File: config.mk
export PLATFORM = sky130hd
export DESIGN_NAME = pixel_row_scheduler
export DESIGN_NICKNAME = d
export VERILOG_FILES = /design/src/rtl/pixel_pkg.sv /design/src/rtl/row_shifter.sv /design/src/rtl/pixel_row_scheduler.sv
export SDC_FILE = /design/constraint.sdc
export NUM_CORES = 1
export LEC_CHECK = 0
export BUFFER_PORTS_ARGS = -buffer_cell sky130_fd_sc_hd__buf_2
export CAP_MARGIN = 20
export CELL_PAD_IN_SITES_DETAIL_PLACEMENT = 1
export CELL_PAD_IN_SITES_GLOBAL_PLACEMENT = 1
export CORE_ASPECT_RATIO = 1.4
export CORE_UTILIZATION = 40
export CTS_CLUSTER_SIZE = 14
export DETAILED_ROUTE_END_ITERATION = 12
export PLACE_DENSITY_LB_ADDON = 0.1
export SYNTH_ARGS = -nofsm -noshare
export SYNTH_HDL_FRONTEND = slang
export SYNTH_SLANG_ARGS = --single-unit
File: constraint.sdc
create_clock -name clk_in -period 2.5 [get_ports clk_in]
set_input_delay 0.25 -clock clk_in [delete_from_list [all_inputs] [get_ports clk_in]]
set_output_delay 0.25 -clock clk_in [all_outputs]
set_load 0.03 [all_outputs]
File: src/rtl/pixel_pkg.sv
// Shared types and sizing for the pixel row scheduler: pixel/row types,
// source tags and scheduler states.
package pixel_pkg;
  localparam int PIXEL_W = 6;
  localparam int ROW_LEN = 8;  // power of 2, at least 2
  localparam int CNT_W   = $clog2(ROW_LEN);

  typedef logic [PIXEL_W-1:0] pixel_t;
  typedef pixel_t [ROW_LEN-1:0] pixel_row_t;

  typedef enum logic {SRC_BG = 1'b0, SRC_SPR = 1'b1} src_t;
  typedef enum logic {IDLE = 1'b0, SHIFT = 1'b1} sched_state_t;
endpackage

File: src/rtl/row_shifter.sv
// Holds one latched tile row and walks it from slot ROW_LEN-1 down to slot 0.
// With SPRITE_XFLIP_EN defined, a flagged row is stored reversed on load.
module row_shifter
  import pixel_pkg::*;
(
  input  logic       clk_in,
  input  logic       rst_in,
  input  logic       clear,
  input  logic       load,
  input  pixel_row_t load_row,
  input  logic       load_flip,
  input  logic       advance,
  output pixel_t     pixel,
  output logic       last_pixel
);
  logic [CNT_W-1:0] count;
  logic [CNT_W-1:0] slot;
  pixel_row_t       row_q;
  pixel_row_t       load_val;

`ifdef SPRITE_XFLIP_EN
  always_comb begin
    load_val = load_row;
    if (load_flip) begin
      for (int i = 0; i < ROW_LEN; i++) load_val[i] = load_row[ROW_LEN-1-i];
    end
  end
`else
  logic unused_flip;
  assign unused_flip = load_flip;
  assign load_val    = load_row;
`endif

  // Loading restarts the walk, so a row latched on the final write needs no bubble.
  always_ff @(posedge clk_in or posedge rst_in) begin
    if (rst_in) begin
      row_q <= '0;
      count <= '0;
    end else if (clear) begin
      count <= '0;
    end else if (load) begin
      row_q <= load_val;
      count <= '0;
    end else if (advance) begin
      count <= count + CNT_W'(1);
    end
  end

  assign slot       = CNT_W'(ROW_LEN - 1) - count;
  assign pixel      = row_q[slot];
  assign last_pixel = (count == CNT_W'(ROW_LEN - 1));
endmodule

File: src/rtl/pixel_row_scheduler.sv
// Arbitrates background and sprite row fetchers (sprite wins) and serializes the
// granted row into the pixel FIFO, one pixel per cycle. Macro: SPRITE_XFLIP_EN.
module pixel_row_scheduler
  import pixel_pkg::*;
(
  input  logic       clk_in,
  input  logic       rst_in,
  input  logic       flush_in,
  input  logic       bg_req_in,
  input  pixel_row_t bg_row_in,
  output logic       bg_ack_out,
  input  logic       spr_req_in,
  input  pixel_row_t spr_row_in,
  input  logic       spr_flip_in,
  output logic       spr_ack_out,
  input  logic       fifo_full_in,
  output logic       fifo_wr_out,
  output pixel_t     fifo_data_out,
  output logic       fifo_src_out,
  output logic       busy_out,
  output logic       row_done_out
);
  // Handshakes: a requester holds *_req_in with its row stable until it sees
  // the one-cycle *_ack_out; a pixel moves on any edge where fifo_wr_out is 1.
  sched_state_t state, next_state;
  src_t         src_q;
  logic         grant_bg, grant_spr, load, wr, last_pixel;
  pixel_t       shift_pixel, last_data;
  pixel_row_t   load_row;

  always_comb begin
    next_state = state;
    grant_bg   = 1'b0;
    grant_spr  = 1'b0;
    wr         = 1'b0;
    case (state)
      IDLE: begin
        grant_spr = spr_req_in & ~flush_in;
        grant_bg  = bg_req_in & ~spr_req_in & ~flush_in;
        if (grant_spr || grant_bg) next_state = SHIFT;
      end
      SHIFT: begin
        wr = ~fifo_full_in & ~flush_in;
        // Requests are only looked at again on the final write of a row.
        if (wr && last_pixel) begin
          grant_spr = spr_req_in;
          grant_bg  = bg_req_in & ~spr_req_in;
          if (!(spr_req_in || bg_req_in)) next_state = IDLE;
        end
      end
      default: next_state = IDLE;
    endcase
    if (flush_in) next_state = IDLE;
  end

  assign load     = grant_spr | grant_bg;
  assign load_row = grant_spr ? spr_row_in : bg_row_in;

  row_shifter u_row_shifter (
    .clk_in     (clk_in),
    .rst_in     (rst_in),
    .clear      (flush_in),
    .load       (load),
    .load_row   (load_row),
    .load_flip  (grant_spr & spr_flip_in),
    .advance    (wr),
    .pixel      (shift_pixel),
    .last_pixel (last_pixel)
  );

  always_ff @(posedge clk_in or posedge rst_in) begin
    if (rst_in) begin
      state        <= IDLE;
      src_q        <= SRC_BG;
      bg_ack_out   <= 1'b0;
      spr_ack_out  <= 1'b0;
      row_done_out <= 1'b0;
      last_data    <= '0;
    end else begin
      state        <= next_state;
      bg_ack_out   <= grant_bg;
      spr_ack_out  <= grant_spr;
      row_done_out <= wr & last_pixel;
      if (load) src_q <= grant_spr ? SRC_SPR : SRC_BG;
      if (wr) last_data <= shift_pixel;
    end
  end

  // Outside SHIFT the data bus keeps showing the last pixel actually written.
  assign fifo_wr_out   = wr;
  assign fifo_data_out = (state == SHIFT) ? shift_pixel : last_data;
  assign fifo_src_out  = src_q;
  assign busy_out      = (state == SHIFT);
endmodule

# After elaboration in Yosys (flattened, before gate mapping)
# Index checks and enable logic that the tools add are counted.
# totals
input_bits,103
mem_bits_rw,0
out_inout_bits,12
latch_bits,0
regBits,62
mem_bits_ro,0
memories,0
# op_classes
n_eq_ne,1
multipliers,0
bitwise_logic,10
muxes,18
n_div,0
add_sub_neg,2
reduce_logical,5
n_shift,0
magnitude_cmp,1
# op_table
operator,count
$mux W48,1
$bmux W6 S3,1
$mux W6,2
$mux W3,3
$mux W1,8
$pmux W1 S2,3
$and A1 B1 Y1,5
$lt A3 B4 Y1 const B,1
$not A1 Y1,4
$add A3 B1 Y3 const B,1
$eq A3 B3 Y1 const B,1
$reduce_bool A3 Y1,1
$sub A3 B3 Y3 const A,1
$logic_or A1 B1 Y1,2
$reduce_and A2 Y1,1
$logic_and A1 B1 Y1,1
$or A1 B1 Y1,1

# Logic depth before layout (Yosys ltp)
# Gate-level depths: netlist (run 1).
# logic_depth
word_depth,8
ltp_mapped,6

# Cells and area by module
# A second synthesis (run 1) with hierarchy kept.
# unflattened
hier_cells,229
hier_area_um2,3692.3
# by_module_without_submodules
mod,n_inst,cells_per_inst,seq_area_each_um2,area_per_inst_um2
row_shifter,1,135,1276.2,2327.2
pixel_row_scheduler,1,94,275.3,1365.1

# Least setup slack after synthesis (run 1)
# No wires, ideal clock.
# synth_path
path_type,flip-flop to output port
startpoint,register state (netlist: busy_out)
endpoint,output fifo_data_out[1]
stages_incl_launch_ff,5
path_slack_ns,0.444
arrival_ns,1.806
path_buffers,2
path_cell_list,dfrtp_1 > clkbuf_2 > inv_1 > buf_1 > o31ai_1
# synth_via
elab_chain_len,1
# synth_lines
item,line,text
from (decl),pixel_row_scheduler.sv:25,"sched_state_t state, next_state;"
from (signal assigned),pixel_row_scheduler.sv:80,state <= next_state;
$mux W6,pixel_row_scheduler.sv:91,assign fifo_data_out = (state == SHIFT) ? shift_pixel : last_data;
to (decl),pixel_row_scheduler.sv:18,"output pixel_t fifo_data_out,"
# No other way between the ends.

# Final worst setup path (run 1)
# layout_path
startpoint,register u_row_shifter.count[0]
endpoint,output fifo_data_out[3]
# layout_via
elab_chain_len,4
# layout_lines
item,line,text
from (decl),row_shifter.sv:16,logic [CNT_W-1:0] count;
from (signal assigned),row_shifter.sv:45,count <= count + CNT_W'(1);
$sub A3 B3 Y3,row_shifter.sv:49,assign slot = CNT_W'(ROW_LEN - 1) - count;
$bmux W6 S3,row_shifter.sv:50,assign pixel = row_q[slot];
$mux W6 (implied by the code),row_shifter.sv:50,
$mux W6,pixel_row_scheduler.sv:91,
# No other way between the ends. The select of a mux whose other input is x is not followed.

==> metrics.md, run 1 <==
| Metric | Value |
|---|---|
| Crit path launch type | flip-flop |
| Global Route Usage Sum | a little under a fifth |
| Synth Warn # | 0 |
| Worst min path class | in2async |
| Commonest cells after routing, fill and taps aside | buf_2, mux2_2, dfrtp_1 |
| Dpl hpwl | ~5800 µm |
| Clock sink count | between 60 and 70 |
| Crit-path max FO | 14 |
| Worst flop-to-flop path startpoint | u_row_shifter.count[1]$_DFFE_PP0P_ |
| Clock H-tree levels | 3 |
| Final Critical Period | approximately 2.2 ns |
| Wire length per cell | ~16 µm |
| Synthesis-to-finish area growth | 25.6% |
| Crit path from | u_row_shifter.count[0]$_DFFE_PP0P_ |
| ANT cells | 0 |
| Synth Area per Inst | 13.0 µm² |
| Via/cell ratio | 5.13 |
| Cts hold-fix bufs | 0 |
| Max-cap violations | 0 |
| Synth top area cells | dfrtp_1, mux2_2, mux2i_1, mux2_1, o31ai_1 |
| FF+latch count, synth | 62 |
| Largest area contributor in the netlist | dfrtp_1 |
| Clock power share | ~36% |
| Worst skew pair latency | between 0.3 and 0.4 ns |
| Mapped cell area | around 3500 µm² |
| Syn Inst Count | between 200 and 300 |
| Die W | 80.5 µm |
| Gpl congestion | around 0.72 |
| Combinational Power Share | between 20% and 30% |
| Maximum vdd drop | slightly below 0.4 mV |
| Worst rel slew slack | 46.9% |
| Top cell type's share of synthesized area | approximately 45% |
| Antenna violations before repair | 0 |
| Final Slew Violations | 0 |
| EDFF count, synth | 0 |
| Post-CTS sizing | 0 |
| Die Area | about 9000 µm² |
| Worst-path clk slew | 0.05 ns |
| # IOs | 115 |
| Net Count, Synth | 371 |
| Post-layout nets | slightly below 500 |
| Crit. End Element | output pin |
| Top FF cell, synth | dfrtp_1 |
| First-pass GRT wire length | 12900 µm |
| Leakage | between 0.002 and 0.0025 µW |
| # rows | 39 |
| Worst Path Required | roughly 2.3 ns |
| Pint | between 2000 and 2500 µW |
| Largest net degree at the start of global routing | 63 |
| Unique masters post-synth | 28 |
| Async set or reset register ratio after synthesis | 100% |
| Routed WL | ~7800 µm |
| Switching share of power | a little over a quarter |
| GRT overflow | 0 |
| RSZ-0062 raised after global routing | false |
| Core area | between 8000 and 9000 µm² |
| Net Sw Power | around 840 µW |
| Worst-Margin Slew | 0.796 ns |
| Via count | 2494 |
| Max Clk Rate | roughly 460 MHz |
| Setup TNS | 0 ns |
| Drt drc | 0 |
| Initial Util | about two fifths |
| Tcrit/Tclk final | a little under 90% |
| Clock Tree Root | clkbuf_16 |
| CTS max path bufs | 2 |
| Num CTS Buffers | 9 |
| Power Total | 3110 µW |
| Setup CP Type | reg2out |
| Clock Skew | approximately 0.0049 ns |
| Input/output buffers | 113 |
| Share of cells above drive strength 1 | around 60% |
| Commonest non-fill, non-tap cell in the layout | buf_2 |
| Final Setup Violations | 0 |
| DIE HEIGHT | between 100 and 150 µm |
| Number of routed nets with antenna violations | 0 |
| Seq/Total Area, Yosys | between 40% and 50% |
| Status | finished, final reports clean |
| Data arrival, critical path | 1.91 ns |
| Setup Buffers After CTS | 0 |
| Hold Violations, Final | 0 |
| Drt first pass iters | 7 |
| Number of global-route vias before repair | between 2000 and 3000 |
| CTS tree | yes |
| Pwr dens | around 720 nW/µm² |
| Reg power frac | between 40% and 50% |
| DR iter-0 viols | between 100 and 150 |
[worst max-delay path: stages (launching register included)]
cell	delay [ns]
dfrtp_1	0.36
buf_4	0.24
mux2_2	0.37
o22ai_1	0.29
o31ai_1	0.12
buf_2	0.20
[per-stage QoR]
step,instance area (µm²),utilization (%),setup WS [ns],hold WS [ns],instances
2_1_floorplan,3450,-,0.444,0.449,266
3_3_place_gp,4070,49.3,0.432,0.459,470
3_5_place_dp,4070,49.3,0.408,0.473,470
4_1_cts,4340,52.6,0.288,0.189,486
5_1_grt,4340,52.6,0.206,0.218,486
6_report,4340,52.6,0.336,0.154,486
[layer usage]
metal / global-route usage, % / routed length (µm) / share of wire, % / vias to the layer above
met3: 4.02 / 391 / 5.0 / 7
li1: - / - / - / 1190
met1: 22.0 / 3030 / 39 / 1231
met2: 33.7 / 4230 / 55 / 66
met4: 7.86 / 106 / 1.4 / 0
met5: 0 / 0 / 0 / -
[Yosys cell counts, types with 2 or more instances]
cell and number:
a21oi_1 2, a22o_1 6, and2_1 2, buf_2 4
buf_4 3, buf_6 6, clkbuf_1 3, dfrtp_1 62
ha_1 2, inv_1 5, mux2_1 9, mux2_2 99
mux2i_1 14, nand2_1 14, nand2b_1 2, nor2_1 2
nor2b_1 2, nor3_1 3, o22ai_1 6, o31ai_1 12
[flip-flops by register name (all words and copies together) (netlist names)]
| name | count |
|---|---|
| fifo_src_out | 1 |
| u_row_shifter.row_q | 48 |
| row_done_out | 1 |
| u_row_shifter.count | 3 |
| spr_ack_out | 1 |
| busy_out | 1 |
| bg_ack_out | 1 |
| last_data | 6 |
[final timing paths]
check,cells after the start,endpoint,slack (ns)
setup / recovery,5,fifo_data_out[3],0.34
max in group asynchronous,3,u_row_shifter.row_q[22]$_DFFE_PP0P_,1.82
setup reg to reg,6,u_row_shifter.row_q[25]$_DFFE_PP0P_,0.42
min in group clk_in,2,busy_out$_DFF_PP0_,0.24
hold reg to reg,2,last_data[1]$_DFFE_PP0P_,0.48
hold / removal,3,u_row_shifter.row_q[25]$_DFFE_PP0P_,0.15
[power groups by stage]
stage | registers [µW] | clock network, µW | logic (µW)
finish | 1310 | 1110 | 693
global placement | 1310 | 0 | 680
global route | 1330 | 1190 | 764
CTS | 1310 | 1140 | 709
floorplan | 1290 | 0 | 513
detailed placement | 1320 | 0 | 702
[logic make-up (layout without fill, tap and decap cells)]
| logic type | after synthesis | after routing | share of synthesized area [%] |
|---|---|---|---|
| DFF | 62 | 62 | 44.9 |
| adders and majority gates | 2 | 2 | 0.725 |
| AOI/OAI and AO/OA | 29 | 29 | 6.56 |
| and+or+nand+nor | 27 | 27 | 3.91 |
| xor gates and xnor gates | 1 | 1 | 0.254 |
| muxes | 122 | 122 | 39.3 |
| buffers and inverters | 23 | 141 | 4.31 |
[area by class of cell]
class,instances,area (µm²)
inverter,5,18.8
multi-input combinational,181,1750
timing repair buffer,120,618
fill,913,3910
sequential,62,1550
tap,102,128
clock inverter,4,22.5
clock buffer,12,246
Power figures use the tool's default switching activity.
==> inputs of run 2 (changes only) <==
--- a/config.mk
+++ b/config.mk
@@ -10,9 +10,11 @@
 export CELL_PAD_IN_SITES_DETAIL_PLACEMENT = 1
 export CELL_PAD_IN_SITES_GLOBAL_PLACEMENT = 1
 export CORE_ASPECT_RATIO = 1.4
+export CORE_MARGIN = 5
 export CORE_UTILIZATION = 40
 export CTS_CLUSTER_SIZE = 14
 export DETAILED_ROUTE_END_ITERATION = 12
+export MAX_ROUTING_LAYER = met4
 export PLACE_DENSITY_LB_ADDON = 0.1
 export SYNTH_ARGS = -nofsm -noshare
 export SYNTH_HDL_FRONTEND = slang
==> run 2 against run 1 <==
Against the previous run:
- via count rose by 0.36%
- cell count fell by 0.21%
- combinational power rose by 0.6%
- global-route usage fell by 2.2 points
- total power rose by 1.2%
- core utilization fell by 1.4 points
- first-iteration DRC count fell by 40%
- setup slack got worse by 0.033 ns
- critical path type unchanged
==> metrics.md, run 2 (synthesized netlist as in run 1, its figures left out) <==
| Metric | Value |
|---|---|
| Largest register FFs | 48 (unchanged) |
| Worst skew pair latency | 0.32 ns (about the same) |
| Post-CTS sizing | 0 (unchanged) |
| Clock sink count | 62 (unchanged) |
| RSZ-0062 raised after global routing | false |
| DR iter-0 viols | 76 (-40%) |
| Hold Violations, Final | 0 (unchanged) |
| Worst Path Required | 2.25 ns (about the same) |
| Final Slew Violations | 0 (unchanged) |
| Setup TNS | 0 ns (unchanged) |
| Global Route Usage Sum | 16.9% (-2.2 points) |
| Pwr dens | 723 nW/µm² (+0.77%) |
| ANT cells | 0 (unchanged) |
| Number of global-route vias before repair | 2856 (+6.0%) |
| Clock H-tree levels | 3 (unchanged) |
| Via count | 2503 (+0.36%) |
| Synthesis-to-finish area growth | 26.2% |
| CTS max path bufs | 2 (unchanged) |
| R2R Path End | u_row_shifter.row_q[37]$_DFFE_PP0P_ |
| Via/cell ratio | 5.16 (+0.57%) |
| R2R Setup Slk | 0.50 ns (+0.08 ns) |
| Number of routed nets with antenna violations | 0 (unchanged) |
| Commonest cells after routing, fill and taps aside | buf_2, mux2_2, dfrtp_1 |
| Commonest non-fill, non-tap cell in the layout | buf_2 |
| Dpl cells | 471 (+0.21%) |
| Final Setup Violations | 0 (unchanged) |
| Crit path from | u_row_shifter.count[0]$_DFFE_PP0P_ |
| Max Clk Rate | 455 MHz (-1.5%) |
| Crit-path max cell delay | 0.38 ns (about the same) |
| Input/output buffers | 113 (unchanged) |
| Most flop-heavy register | u_row_shifter.row_q |
| DIE HEIGHT | 120 µm (+7.1%) |
| CP endpoint | fifo_data_out[1] |
| Worst-Margin Slew | 0.813 ns (+0.0170 ns) |
| Crit-path cells | buf_4 -> mux2_2 -> o22ai_1 -> o31ai_1 -> buf_2 |
| CTS tree | yes |
| Leakage | 0.00200 µW (+0.17%) |
| Max-cap violations | 0 (unchanged) |
| Die W | 88.5 µm (+9.9%) |
| Drt drc | 0 (unchanged) |
| Core area | 8510 µm² (+3.2%) |
| Setup CP Type | reg2out |
| Crit-path max FO | 14 (unchanged) |
| Final Critical Period | 2.20 ns (+0.0333 ns) |
| Post-layout nets | 482 (-0.41%) |
| Clock Tree Root | clkbuf_16 |
| Num CTS Buffers | 9 (unchanged) |
| GRT overflow | 0 (unchanged) |
| Data arrival, critical path | 1.95 ns (+0.04 ns) |
| Biggest regs | u_row_shifter.row_q: 48 flops, last_data: 6 flops, u_row_shifter.count: 3 flops |
| R2r worst-path depth | 6 (unchanged) |
| Worst min path class | in2async |
| Cell at the slowest stage of the critical path | mux2_2 |
| Antenna violations before repair | 0 (unchanged) |
| Final Non-Filler Cells | 485 (-0.21%) |
| Worst-path clk slew | 0.05 ns (about the same) |
| Dpl hpwl | 6240 µm (+8.0%) |
| Crit. End Element | output pin |
| Share of cells above drive strength 1 | 61.3% (-0.14 points) |
| Worst flop-to-flop path startpoint | u_row_shifter.count[1]$_DFFE_PP0P_ |
| Largest net degree at the start of global routing | 63 (unchanged) |
| Setup Buffers After CTS | 0 (unchanged) |
| Worst rel slew slack | 45.8% (-1.1 points) |
| Tcrit/Tclk final | 87.9% (+1.3 points) |
| Initial Util | 40.6% (-1.3 points) |
| # rows | 40 (+2.6%) |
| Clock Skew | 0.00364 ns (-0.00122 ns) |
| Fillers | 941 (+3.1%) |
| Routed WL | 8260 µm (+6.4%) |
| Status | finished, final reports clean |
| Drt first pass iters | 4 (-3) |
| Gpl congestion | 0.749 (+4.2%) |
| Hold WS | 0.148 ns (-0.00586 ns) |
| Crit path launch type | flip-flop |
| Wire length per cell | 17.0 µm (+6.7%) |
| First-pass GRT wire length | 13300 µm (+3.0%) |
| # IOs | 115 (unchanged) |
| Cts hold-fix bufs | 0 (unchanged) |
| Die Area | 10600 µm² (+18%) |
| Finished Core Util | 51.2% (-1.4 points) |
| Maximum vdd drop | 0.450 mV (+14%) |
run 2: metrics by stage:
step	area [µm²]	total power (µW)	setup WS [ns]
finish	4360	3150	0.302
global route	4360	3310	0.233
CTS	4360	3200	0.300
detailed placement	4080	2040	0.495
global placement	4080	2000	0.518
floorplan	3450	1810	0.444
run 2: worst min-delay path by stage:
stage	startpoint	to	slack, ns	cells after the start
floorplan	last_data[0]$_DFFE_PP0P_	last_data[0]$_DFFE_PP0P_	0.45	2
global placement	last_data[5]$_DFFE_PP0P_	last_data[5]$_DFFE_PP0P_	0.46	2
detailed placement	last_data[2]$_DFFE_PP0P_	last_data[2]$_DFFE_PP0P_	0.48	2
CTS	rst_in	u_row_shifter.row_q[25]$_DFFE_PP0P_	0.20	3
global route	flush_in	busy_out$_DFF_PP0_	0.22	2
finish	rst_in	u_row_shifter.row_q[32]$_DFFE_PP0P_	0.15	3
run 2: worst max-delay path, delay by kind of cell, from the launching register on:
kind,cells,cell delay (ns)
multiplexers,1,0.38
AO/OA/AOI/OAI,2,0.42
flip-flops,1,0.37
buffers and inverters,2,0.45
run 2: layout make-up:
class | instances | area (µm²) | area share, %
Sequential cell | 62 | 1550 | 35.6
Multi-Input combinational cell | 181 | 1750 | 40.2
Tap cell | 105 | 131 | 3.02
Inverter | 5 | 18.8 | 0.431
Timing Repair Buffer | 118 | 628 | 14.4
Clock inverter | 1 | 5.00 | 0.115
Clock buffer | 13 | 270 | 6.20
run 2: metal layers:
| layer | share of wire (%) | track usage [%] | vias to the layer above |
|---|---|---|---|
| met3 | 5.6 | 2.75 | 13 |
| met1 | 38 | 18.2 | 1228 |
| li1 | - | - | 1190 |
| met5 | 0 | - | - |
| met4 | 1.9 | 7.37 | 0 |
| met2 | 55 | 29.8 | 72 |
run 2: report_power, final:
| part | leakage, µW | internal, µW | total, µW | switching (µW) |
|---|---|---|---|---|
| logic | 0.00112 | 380 | 697 | 317 |
| clock network | 0.000138 | 738 | 1140 | 406 |
| registers | 0.000745 | 1200 | 1310 | 106 |
| total | 0.00200 | 2320 | 3150 | 829 |
